===== src/rtl/aes_key_schedule_ctrl.sv =====
// Iterative AES-128 key-schedule controller.
// Loads a cipher key on start, then runs the single-round key-expansion
// datapath once per clock for rounds 1..10. Each round key is streamed out
// with rk_valid, and done pulses with round key 10.
// Optional 11-entry round-key store: define AES_KEYSCHED_STORE_EN.

// Single-round AES-128 key expansion: next round key from the current key
// and the round number (1..10), which selects Rcon.
module aes_key_expand #(
  parameter int LENGTH = 128,
  parameter int DWORD  = 32
) (
  input  logic [LENGTH-1:0] key,
  input  logic [3:0]        rnd,
  output logic [LENGTH-1:0] next_key
);

  function automatic logic [7:0] xtime(input logic [7:0] a);
    return {a[6:0], 1'b0} ^ (a[7] ? 8'h1b : 8'h00);
  endfunction

  function automatic logic [7:0] gf_mul(input logic [7:0] a, input logic [7:0] b);
    logic [7:0] p;
    logic [7:0] aa;
    p  = 8'h00;
    aa = a;
    for (int i = 0; i < 8; i++) begin
      if (b[i]) p = p ^ aa;
      aa = xtime(aa);
    end
    return p;
  endfunction

  // x^254 = x^-1 in GF(2^8), with 0 mapping to 0.
  function automatic logic [7:0] gf_inv(input logic [7:0] x);
    logic [7:0] sq;
    logic [7:0] r;
    sq = x;
    r  = 8'h01;
    for (int k = 1; k < 8; k++) begin
      sq = gf_mul(sq, sq);
      r  = gf_mul(r, sq);
    end
    return r;
  endfunction

  function automatic logic [7:0] sbox(input logic [7:0] x);
    logic [7:0] b;
    b = gf_inv(x);
    return b ^ {b[6:0], b[7]} ^ {b[5:0], b[7:6]} ^ {b[4:0], b[7:5]} ^
           {b[3:0], b[7:4]} ^ 8'h63;
  endfunction

  function automatic logic [7:0] rcon(input logic [3:0] r);
    case (r)
      4'd1:    return 8'h01;
      4'd2:    return 8'h02;
      4'd3:    return 8'h04;
      4'd4:    return 8'h08;
      4'd5:    return 8'h10;
      4'd6:    return 8'h20;
      4'd7:    return 8'h40;
      4'd8:    return 8'h80;
      4'd9:    return 8'h1b;
      4'd10:   return 8'h36;
      default: return 8'h00;
    endcase
  endfunction

  logic [DWORD-1:0] w0, w1, w2, w3;
  logic [DWORD-1:0] rot_w, sub_w, tmp_w;
  logic [DWORD-1:0] n0, n1, n2, n3;

  // Word recurrence: w'0 = w0 ^ SubWord(RotWord(w3)) ^ Rcon, then chained XORs.
  always_comb begin
    w0    = key[4*DWORD-1 -: DWORD];
    w1    = key[3*DWORD-1 -: DWORD];
    w2    = key[2*DWORD-1 -: DWORD];
    w3    = key[DWORD-1:0];
    rot_w = {w3[DWORD-9:0], w3[DWORD-1 -: 8]};
    sub_w = '0;
    for (int i = 0; i < DWORD / 8; i++) begin
      sub_w[i*8 +: 8] = sbox(rot_w[i*8 +: 8]);
    end
    tmp_w    = sub_w ^ {rcon(rnd), {(DWORD-8){1'b0}}};
    n0       = w0 ^ tmp_w;
    n1       = w1 ^ n0;
    n2       = w2 ^ n1;
    n3       = w3 ^ n2;
    next_key = {n0, n1, n2, n3};
  end

endmodule

module aes_key_schedule_ctrl #(
  parameter int LENGTH  = 128,
  parameter int DWORD   = 32,
  parameter int NROUNDS = 10
) (
  input  logic              clk,
  input  logic              rst,
  input  logic              start,
  input  logic [LENGTH-1:0] cipher_key,
  output logic              busy,
  output logic              rk_valid,
  output logic [3:0]        rk_idx,
  output logic [LENGTH-1:0] rk,
  output logic              done,
  input  logic [3:0]        rd_idx,
  output logic [LENGTH-1:0] rd_key,
  output logic              keys_ready
);

  localparam logic [3:0] LAST = 4'(NROUNDS);

  typedef enum logic {IDLE, RUN} state_t;

  state_t            state, state_n;
  logic [LENGTH-1:0] cur_key, key_n;
  logic [3:0]        rnd, rnd_n;
  logic [LENGTH-1:0] exp_key;
  logic              emit;
  logic              emit_done;
  logic [3:0]        emit_idx;
  logic [LENGTH-1:0] emit_key;

  aes_key_expand #(
    .LENGTH (LENGTH),
    .DWORD  (DWORD)
  ) u_expand (
    .key      (cur_key),
    .rnd      (rnd),
    .next_key (exp_key)
  );

  assign busy = (state == RUN);

  // Next-state, next key/round and the key to emit on this edge.
  always_comb begin
    state_n   = state;
    key_n     = cur_key;
    rnd_n     = rnd;
    emit      = 1'b0;
    emit_done = 1'b0;
    emit_idx  = rk_idx;
    emit_key  = rk;
    case (state)
      IDLE: begin
        if (start) begin
          state_n  = RUN;
          key_n    = cipher_key;
          rnd_n    = 4'd1;
          emit     = 1'b1;
          emit_idx = 4'd0;
          emit_key = cipher_key;
        end
      end
      RUN: begin
        if (rnd == 4'd0 || rnd > LAST) begin
          // Unreachable round number: abandon quietly.
          state_n = IDLE;
          rnd_n   = 4'd0;
        end else begin
          key_n    = exp_key;
          emit     = 1'b1;
          emit_idx = rnd;
          emit_key = exp_key;
          if (rnd == LAST) begin
            state_n   = IDLE;
            rnd_n     = 4'd0;
            emit_done = 1'b1;
          end else begin
            rnd_n = rnd + 4'd1;
          end
        end
      end
      default: begin
        state_n = IDLE;
        rnd_n   = 4'd0;
      end
    endcase
  end

  // State, working key and registered stream outputs; strobes drop when idle.
  always_ff @(posedge clk) begin
    if (rst) begin
      state    <= IDLE;
      cur_key  <= '0;
      rnd      <= 4'd0;
      rk       <= '0;
      rk_idx   <= 4'd0;
      rk_valid <= 1'b0;
      done     <= 1'b0;
    end else begin
      state    <= state_n;
      cur_key  <= key_n;
      rnd      <= rnd_n;
      rk       <= emit_key;
      rk_idx   <= emit_idx;
      rk_valid <= emit;
      done     <= emit_done;
    end
  end

`ifdef AES_KEYSCHED_STORE_EN
  logic [LENGTH-1:0] store [0:NROUNDS];

  // Key store: written alongside each emitted key; registered read port;
  // ready once a full schedule has landed, cleared on the next accepted start.
  always_ff @(posedge clk) begin
    if (rst) begin
      for (int i = 0; i <= NROUNDS; i++) store[i] <= '0;
      rd_key     <= '0;
      keys_ready <= 1'b0;
    end else begin
      if (emit) store[emit_idx] <= emit_key;
      rd_key <= (rd_idx <= LAST) ? store[rd_idx] : '0;
      if (state == IDLE && start) keys_ready <= 1'b0;
      else if (emit_done)         keys_ready <= 1'b1;
    end
  end
`else
  // No store: the read port addresses nothing and always returns zero.
  assign rd_key     = {LENGTH{1'b0}} & {LENGTH{^rd_idx}};
  assign keys_ready = 1'b0;
`endif

endmodule


===== config.mk =====
export PLATFORM = sky130hd
export DESIGN_NAME = aes_key_schedule_ctrl
export DESIGN_NICKNAME = d
export VERILOG_FILES = /design/src/rtl/aes_key_schedule_ctrl.sv
export SDC_FILE = /design/constraint.sdc
export NUM_CORES = 2
export LEC_CHECK = 0
export CAP_MARGIN = 20
export CORE_AREA = 2 2 327 329
export CTS_BUF_LIST = sky130_fd_sc_hd__clkbuf_16
export DETAILED_ROUTE_END_ITERATION = 7
export DIE_AREA = 0 0 329 331
export PLACE_DENSITY = 0.85
export SYNTH_ARGS = -nofsm -noshare
export SYNTH_HDL_FRONTEND = slang
export SYNTH_SLANG_ARGS = --single-unit

===== constraint.sdc =====
create_clock -name clk -period 22.2 [get_ports clk]
set_input_delay 2.22 -clock clk [delete_from_list [all_inputs] [get_ports clk]]
set_output_delay 2.22 -clock clk [all_outputs]
set_load 0.01 [all_outputs]

==> summary.txt <==
Status
  – Status: completed

Run
  – # Max-Cap Violations: 0

Place
  – IO buf count: 265
  – Hpwl dp: 154000 µm
  – GP Congestion: 0.972

Clocking
  – CTS max path bufs: 2
  – CTS sink cnt: 147
  – Max H-tree Level: 4
  – Clock root buffer: clkbuf_16
  – Clock slew at reported path FFs: 0.09 ns
  – Resized cells post-CTS: 0
  – CTS tree: done
  – # hold bufs at CTS: 0
  – Postcts setup bufs: 0
  – Worst-Skew Late Latency: 0.55 ns
  – Num CTS Buffers: 17

Worst hold path
  – Worst Hold Class: flip-flop to flip-flop
  – Worst Hold Launch: rk_idx[2]
  – Hold Path Depth: 2
  – Hold Path End: rk_idx[2]

Route
  – DRC viols: 0
  – Total wire length: 213000 µm
  – DR vias/cell: 6.47
  – Drt pass-1 iters: 7
  – Starting DRT DRC Count: 8402
  – Routed WL per cell: 20.6 µm
  – Total number of vias: 67200
  – Antenna viol nets, final: 0

Finish
  – Fin nets: 9137
  – Area of the multi-input gates: 60800 µm²
  – Syn-to-layout area delta: 6.15%
  – Filler cells: 8783
  – FF/Latch Area: 2950 µm²
  – Diode count: 0
  – Layout cells sized above 1: 0.0835

Synth
  – Synth Instances: 9038
  – Most frequent cell after synthesis: xnor2_1
  – Share of the yosys chip area belonging to registers: 0.0438
  – Total of warnings raised by yosys: 0
  – Yosys cell types: 128
  – Post-synth EDFFs: 0
  – Synth Flop Type: dfxtp_1
  – Area share of the largest cell type after synthesis: 0.217
  – FFs w/ async S/R, synth: 0
  – Leading area contributor after synthesis: xnor2_1
  – Synth top cells by count: xnor2_1 (1660), nor2_1 (1251), nand2_1 (890), a21oi_1 (544), xor2_1 (467)
  – Post-Syn Area: 67100 µm²
  – Mean Syn Cell Area: 7.43 µm²
  – Dominant cells by area after synthesis: xnor2_1 (22%), xnor3_1 (9.1%), nor2_1 (7.0%)
  – Seq cells post-synth: 147

Critical path
  – Slowest cell on the critical path: xnor2_1
  – Crit path max fanout: 30
  – FF-to-FF Start: cur_key[23]
  – Crit path max-delay family: XOR/XNOR gates
  – Kind of critical path: flip-flop to flip-flop
  – Setup slack, reg-to-reg: 1.76 ns
  – CP endpoint kind: flip-flop
  – Buffers and inverters on the worst path: 7
  – Reg-to-Reg End: cur_key[30]
  – Critical Path Start Type: flip-flop
  – Slowest stage delay, CP: 0.91 ns
  – Worst Reg-to-Reg Cells: 60
  – CP required: 22.57 ns
  – Most used cell, CP: xnor2_1
  – CP Data Arrival Time: 20.80 ns

STA
  – RSZ-0062 raised after global routing: no
  – Setup violators final: 0
  – Post-layout minimum cycle time: 20.44 ns
  – Fmax: 48.9 MHz
  – Max Slew Vio Count: 0
  – Period utilization: 0.921
  – Slew margin rel.: 0.112
  – Slew @ Worst Pin: 1.33 ns
  – Setup TNS: 0 ns
  – Endpoints failing hold: 0
  – Skew final: 0.0373 ns

Global routing
  – Vias in the first global route: 62100
  – GRT Resource Usage Total: 0.374
  – First-pass GRT wire length: 334000 µm
  – Largest net degree at the start of global routing: 70
  – Initial antenna violation count: 2
  – Grt ovf: 0

Floorplan
  – Standard-cell rows: 119
  – Initial Utilization: 0.640
  – Core area: 105000 µm²
  – DIE AREA: 109000 µm²
  – Die span in y: 331 µm
  – Die width: 329 µm
  – # IOs: 399
-- cells in the final DEF, fill, tap and decap left out, types with 43 or more instances in the layout --
cell type	instances
a211oi_1	73
a21o_1	65
a21oi_1	544
a22oi_1	66
a31oi_1	72
and2_1	51
and3_1	48
buf_4	271
clkdlybuf4s50_1	264
conb_1	129
dfxtp_1	146
inv_1	96
mux2i_1	212
nand2_1	890
nand2b_1	71
nand3_1	206
nor2_1	1249
nor2b_1	53
nor3_1	212
o211ai_1	82
o21ai_0	442
o21ai_1	72
o22ai_1	142
xnor2_1	1632
xnor2_2	176
xnor3_1	271
xor2_1	458
xor3_1	43
-- how the worst max path moves through the flow --
stage	cells past startpoint	from	slack, ns	endpoint
after floorplan	69	cur_key[22]	6.06	cur_key[26]
after global placement	62	cur_key[23]	3.01	cur_key[30]
after detailed placement	60	cur_key[23]	2.40	cur_key[30]
after CTS	60	cur_key[23]	2.33	cur_key[30]
after global routing	60	cur_key[23]	0.54	cur_key[30]
final	60	cur_key[23]	1.76	cur_key[30]
-- kinds of logic after synthesis --
group | synth area share
xor gates and xnor gates | 0.459
AOI/OAI and AO/OA | 0.196
other | 0.0000559
buffers and inverters | 0.0623
muxes | 0.0403
DFF | 0.0438
and+or+nand+nor | 0.193
adders and majority gates | 0.00458
-- per-stage QoR --
step                       util  hold slack (ns)  std cells  setup WS [ns]  area [µm²]
after floorplan               -            0.471       9166           6.06       67600
after global placement    0.672            0.447      10300           3.01       70600
after detailed placement  0.672            0.458      10300           2.40       70600
after CTS                 0.678            0.471      10400           2.33       71200
after global routing      0.679            0.501      10400          0.543       71300
final                     0.679            0.469      10400           1.76       71300
-- cell type report --
type | instances | share of cell area
well taps | 1391 | 0.0244
inverters | 125 | 0.00662
clock buffers | 17 | 0.00597
multi-input cells | 8151 | 0.853
clock inverters | 15 | 0.00276
repair buffers | 537 | 0.0659
flip-flops and latches | 147 | 0.0413
-- registers in the layout (all words and copies together), names as in the netlist, named ones only --
| register | cells |
|---|---|
| rnd | 4 |
| rk_valid | 1 |
| busy | 1 |
| cur_key | 128 |
| done | 1 |
| rk_idx | 4 |
-- worst reg2reg max path: cells and delay by family, from the launching register on --
family / cells / cell delay, ns
flip-flops: 1 / 0.75
AO/OA/AOI/OAI: 16 / 4.84
buffers and inverters: 7 / 2.36
multiplexers: 6 / 1.58
AND/OR/NAND/NOR: 9 / 1.42
adder cells (fa/ha/maj): 4 / 1.81
XOR/XNOR: 18 / 7.50
-- metal layers --
layer / share of wire / global-route usage
met2: 0.45 / 0.596
met5: 0.000061 / 0
met4: 0.043 / 0.162
met1: 0.39 / 0.488
met3: 0.12 / 0.0819
Power is not shown: default switching activity piles up to over one toggle a cycle in this logic, so the estimate is an artifact.
